$ cat src/rtl/ps2_host_tx.sv
// rtl/ps2_host_tx.sv - PS/2 host-to-device command byte transmitter
module ps2_host_tx #(
    parameter int INHIBIT_CYCLES = 5000,
    parameter int REQ_CYCLES     = 50,
    parameter int TIMEOUT_CYCLES = 750000,
    parameter int FILTER_CYCLES  = 8
) (
    input  logic       Clk,
    input  logic       Reset,
    input  logic       start,
    input  logic [7:0] data_in,
    input  logic       psClk,
    input  logic       psData,
    output logic       clk_oe,
    output logic       dat_oe,
    output logic       busy,
    output logic       done,
    output logic       ack_err
);

    localparam int             FW        = $clog2(FILTER_CYCLES + 1);
    localparam logic [FW-1:0]  FILT_LAST = FW'(FILTER_CYCLES - 1);
    localparam logic [19:0]    INH_LAST  = 20'(INHIBIT_CYCLES - 1);
    localparam logic [19:0]    REQ_LAST  = 20'(REQ_CYCLES - 1);
    localparam logic [19:0]    TMO_LAST  = 20'(TIMEOUT_CYCLES - 1);

    typedef enum logic [2:0] {
        IDLE,
        INHIBIT,
        REQ,
        SEND,
        ACK,
        WAIT_IDLE,
        DONE
    } state_t;

    state_t state, state_next;

    // Index 0 carries the clock line, index 1 the data line.
    logic [1:0]    raw;
    logic [1:0]    sync1, sync2, filt;
    logic [FW-1:0] fcnt [2];
    logic          fall_clk;

    logic [19:0]   phase_cnt;
    logic [19:0]   tmo_cnt;
    logic [7:0]    data_q;
    logic          par_q;
    logic          nack_q;
    logic          dat_q;
    logic [3:0]    bit_n;
    logic          tmo_hit;
    logic          tmo_fire;
    logic          tmo_active;

    assign raw = {psData, psClk};

    // Two-flop synchronizers for the asynchronous pad levels (idle high).
    always_ff @(posedge Clk) begin
        if (Reset) begin
            sync1 <= 2'b11;
            sync2 <= 2'b11;
        end else begin
            sync1 <= raw;
            sync2 <= sync1;
        end
    end

    // Stability filter: a level change is taken only after FILTER_CYCLES equal samples;
    // fall_clk strobes on the same edge the filtered clock drops.
    always_ff @(posedge Clk) begin
        if (Reset) begin
            filt     <= 2'b11;
            fcnt[0]  <= '0;
            fcnt[1]  <= '0;
            fall_clk <= 1'b0;
        end else begin
            fall_clk <= filt[0] & ~sync2[0] & (fcnt[0] == FILT_LAST);
            for (int i = 0; i < 2; i++) begin
                if (sync2[i] == filt[i]) begin
                    fcnt[i] <= '0;
                end else if (fcnt[i] == FILT_LAST) begin
                    filt[i] <= sync2[i];
                    fcnt[i] <= '0;
                end else begin
                    fcnt[i] <= fcnt[i] + FW'(1);
                end
            end
        end
    end

    assign tmo_active = (state == SEND) || (state == ACK) || (state == WAIT_IDLE);
    assign tmo_hit    = tmo_active && (tmo_cnt == TMO_LAST);

    // State register.
    always_ff @(posedge Clk) begin
        if (Reset) begin
            state <= IDLE;
        end else begin
            state <= state_next;
        end
    end

    // Next-state logic; a real clock edge wins over a timeout landing in the same cycle.
    always_comb begin
        state_next = state;
        tmo_fire   = 1'b0;
        case (state)
            IDLE: begin
                if (start) state_next = INHIBIT;
            end
            INHIBIT: begin
                if (phase_cnt == INH_LAST) state_next = REQ;
            end
            REQ: begin
                if (phase_cnt == REQ_LAST) state_next = SEND;
            end
            SEND: begin
                if (fall_clk) begin
                    if (bit_n == 4'd9) state_next = ACK;
                end else if (tmo_hit) begin
                    state_next = DONE;
                    tmo_fire   = 1'b1;
                end
            end
            ACK: begin
                if (fall_clk) begin
                    state_next = WAIT_IDLE;
                end else if (tmo_hit) begin
                    state_next = DONE;
                    tmo_fire   = 1'b1;
                end
            end
            WAIT_IDLE: begin
                if (filt == 2'b11) begin
                    state_next = DONE;
                end else if (tmo_hit) begin
                    state_next = DONE;
                    tmo_fire   = 1'b1;
                end
            end
            DONE: begin
                state_next = IDLE;
            end
            default: begin
                state_next = IDLE;
            end
        endcase
    end

    // Datapath: phase/timeout counters, latched byte, bit shifter and ack result.
    always_ff @(posedge Clk) begin
        if (Reset) begin
            phase_cnt <= '0;
            tmo_cnt   <= '0;
            data_q    <= '0;
            par_q     <= 1'b0;
            nack_q    <= 1'b0;
            dat_q     <= 1'b0;
            bit_n     <= '0;
        end else begin
            if ((state_next != state) || !((state == INHIBIT) || (state == REQ))) begin
                phase_cnt <= '0;
            end else begin
                phase_cnt <= phase_cnt + 20'd1;
            end

            if ((state_next != state) || fall_clk || !tmo_active) begin
                tmo_cnt <= '0;
            end else if (tmo_cnt != 20'hFFFFF) begin
                tmo_cnt <= tmo_cnt + 20'd1;
            end

            if ((state == IDLE) && start) begin
                data_q <= data_in;
                par_q  <= ~^data_in;
                nack_q <= 1'b0;
            end

            // Start bit stays driven after the clock is released until the first device edge.
            if ((state == REQ) && (state_next == SEND)) begin
                bit_n <= '0;
                dat_q <= 1'b1;
            end

            if ((state == SEND) && fall_clk) begin
                bit_n <= bit_n + 4'd1;
                if (bit_n < 4'd8) begin
                    dat_q <= ~data_q[bit_n[2:0]];
                end else if (bit_n == 4'd8) begin
                    dat_q <= ~par_q;
                end else begin
                    dat_q <= 1'b0;
                end
            end

            if ((state == ACK) && fall_clk) begin
                nack_q <= filt[1];
            end

            if (tmo_fire) begin
                nack_q <= 1'b1;
                dat_q  <= 1'b0;
            end
        end
    end

    assign clk_oe  = (state == INHIBIT) || (state == REQ);
    assign dat_oe  = (state == REQ) || ((state == SEND) && dat_q);
    assign busy    = (state != IDLE) && (state != DONE);
    assign done    = (state == DONE);
    assign ack_err = (state == DONE) && nack_q;

endmodule

$ cat config.mk
export PLATFORM = sky130hd
export DESIGN_NAME = ps2_host_tx
export DESIGN_NICKNAME = d
export VERILOG_FILES = /design/src/rtl/ps2_host_tx.sv
export SDC_FILE = /design/constraint.sdc
export NUM_CORES = 1
export LEC_CHECK = 0
export ABC_AREA = 0
export BUFFER_PORTS_ARGS = -buffer_cell sky130_fd_sc_hd__buf_2
export CORE_ASPECT_RATIO = 0.75
export CORE_UTILIZATION = 60
export CTS_BUF_LIST = sky130_fd_sc_hd__clkbuf_16
export DETAILED_ROUTE_END_ITERATION = 8
export PLACE_DENSITY = 0.78
export RECOVER_POWER = 50
export SYNTH_ARGS = -nofsm -noshare
export SYNTH_HDL_FRONTEND = slang
export SYNTH_SLANG_ARGS = --single-unit
$ cat constraint.sdc
create_clock -name Clk -period 3.2 [get_ports Clk]
set_input_delay 0.64 -clock Clk [delete_from_list [all_inputs] [get_ports Clk]]
set_output_delay 0.64 -clock Clk [all_outputs]
set_load 0.03 [all_outputs]
==> results.json <==
{
  "post-route-min-period_ns": 2.37,
  "drv_slew": 0,
  "synthToLayoutAreaGrowth_pct": 12.4,
  "finalHoldViolations": 0,
  "synth_area_leader_cell": "dfxtp_1",
  "avgSynthCellArea_um2": 8.53,
  "synthTopCellsByArea": "dfxtp_1 (35%), xnor2_1 (8.6%), edfxtp_1 (6.4%)",
  "dp_slack_ns": 1.08,
  "cts-root-buf": "clkbuf_16",
  "die-area_mm2": 0.00658,
  "utilization": 0.713,
  "setup_slack_ns": 0.829,
  "core-area_mm2": 0.00592,
  "initial_utilization": 0.635,
  "cts.sinks": 73,
  "regArea_mm2": 0.00154,
  "rsz0062_at_grt": "false",
  "critPathKind": "flop to output pin",
  "synth_top_area_share": 0.347,
  "via_per_inst": 5.90,
  "die_x_um": 93.3,
  "worstMarginPinSlew_ns": 1.35,
  "grt_max_degree": 30,
  "path_max_fanout": 16,
  "grt_pass1_wl_mm": 13.5,
  "wl_per_cell_um": 14.6,
  "ant_nets": 0,
  "io_pins": 18,
  "critical_path.startpoint": "state[2]$_SDFF_PP0_",
  "cts_resized": 0,
  "antenna_found_initial": 0,
  "synth_top_flop_cell": "dfxtp_1",
  "critPathCaptureType": "output pin",
  "ys_seq_elements": 73,
  "placed_area_mm2": 0.00391,
  "gp_congestion": 0.900,
  "synth_warnings": 0,
  "first_global_vias": 3016,
  "routed_wl_mm": 7.98,
  "seq_area_frac_synth": 0.411,
  "cts_tree": "yes",
  "r2r_slack_ns": 0.97,
  "finalInstanceArea_mm2": 0.00422,
  "firstDrtPassIters": 4,
  "cts_buffers": 9,
  "synth_cell_types": 53,
  "drc_errors": 0,
  "setup_tns_ns": 0,
  "htree_levels": 3,
  "fmax_ghz": 0.422,
  "status": "complete, no violations",
  "r2r-start": "phase_cnt[11]$_SDFF_PP0_",
  "post-route-period-util": 0.741,
  "cap_violations": 0,
  "path_clk_slew_ns": 0.06,
  "multi_input_area_mm2": 0.00214,
  "antennaDiodeCount": 0,
  "port-buffer-count": 17,
  "max-vdd-ir-drop_mv": 0.371,
  "setup_viol": 0,
  "synth_edf_count": 8,
  "drt-initial-drc-count": 210,
  "grt_use_total": 0.261,
  "drive_gt1_frac": 0.0964,
  "startpoint_type": "flop",
  "die_y_um": 70.5,
  "cts-root-to-sink-buffers": 2,
  "fillers": 457,
  "power_leakage_uw": 0.00139,
  "critPathRequiredTime_ns": 2.56,
  "skew_ns": 0.00592,
  "critPathArrivalTime_ns": 1.73,
  "row_count": 24,
  "fin_nets": 484,
  "post_cts_buffers": 0,
  "dp_hpwl_mm": 5.26,
  "grt-ovfl-total": 0,
  "vias": 3215,
  "hp-class": "flop to flop",
  "p_per_area_mw_per_mm2": 498,
  "min_from": "sync1[1]$_SDFF_PP1_",
  "hold_slack_ns": 0.411,
  "cts-hold-fix-buffers": 0,
  "async_reset_ff_frac": 0,
  "slew_headroom": 0.101,
  "syn_inst": 440,
  "synthesis.area_mm2": 0.00375,
  "clkLatencyLatePin_ns": 0.33
}
==> kinds of logic after synthesis <==
kind of cell	after synthesis	share of synthesized area
AND/OR/NAND/NOR	214	0.292
flip-flops	73	0.411
AO/OA/AOI/OAI	71	0.119
XOR/XNOR	42	0.0980
buffers and inverters	24	0.0263
adder cells (fa/ha/maj)	9	0.0300
multiplexers	6	0.0230
other	1	0.000999
==> report_power, final <==
| group | internal (uW) | switching [uW] |
|---|---|---|
| combinational | 37.9 | 50.6 |
| clock | 675 | 382 |
| sequential | 942 | 14.0 |
| total | 1660 | 447 |
==> routing by layer <==
metal	global-route usage	routed length, um	part of all wire
met1	0.347	3850	0.48
met4	0.113	159	0.020
met5	0	0	0
met2	0.405	3530	0.44
met3	0.0643	440	0.055
==> area by class of cell <==
cell class,instances,area share
clock buffers,9,0.0534
clock inverters,7,0.0208
inverters,10,0.00889
multi-input cells,350,0.507
flip-flops and latches,73,0.365
well taps,78,0.0231
repair buffers,18,0.0216
==> final timing paths <==
path              cells past startpoint                 endpoint
setup reg to reg                      5  tmo_cnt[2]$_SDFFE_PP0P_
hold reg to reg                       1      sync2[1]$_SDFF_PP1_
setup / recovery                      3                     busy
hold / removal                        1      sync2[1]$_SDFF_PP1_
==> flip-flops by register name, indices dropped and copies added, names as in the netlist <==
signal and count:
data_q 8, sync2 2, sync1 2, fall_clk 1, state 3, bit_n 4
fcnt 8, filt 2, par_q 1, nack_q 1, tmo_cnt 20, dat_q 1
phase_cnt 20
==> through the flow <==
stage / total power [uW] / cells
after floorplan: 1040 / 447
after global placement: 1060 / 529
after detailed placement: 1060 / 529
after CTS: 2110 / 545
after global routing: 2160 / 545
final: 2100 / 545
==> cells in the final DEF, fill, tap and decap left out, types with 9 or more instances in the layout <==
cell / n
dfxtp_1: 65
clkbuf_16: 9
nand2_1: 53
xnor2_1: 37
nor2_1: 46
nand3_1: 22
nor3_1: 21
ha_1: 9
a21oi_1: 30
o21ai_0: 14
inv_1: 11
buf_2: 16
==> synthesized netlist by cell type (3+ instances only) <==
library cell / instances
dfxtp_1: 65
nand2_1: 53
nor2_1: 46
xnor2_1: 37
a21oi_1: 30
nand3_1: 22
nor3_1: 21
o21ai_0: 14
inv_1: 10
clkbuf_1: 9
ha_1: 9
and3_1: 8
edfxtp_1: 8
nand4_1: 8
nor2b_1: 8
nor4_1: 7
a211oi_1: 6
and2_1: 6
and4_1: 6
or3_1: 5
xor2_1: 5
a31oi_1: 4
buf_2: 4
nor3b_1: 4
or2_2: 4
mux2i_1: 3
nand2b_1: 3
nand3b_1: 3
==> worst max-delay path, stage by stage, from the launching register on <==
cell,delay (ns)
dfxtp_1,0.64
nor2b_1,0.16
or3_1,0.40
buf_2,0.19
No activity file was read; power rests on OpenSTA's default activity.
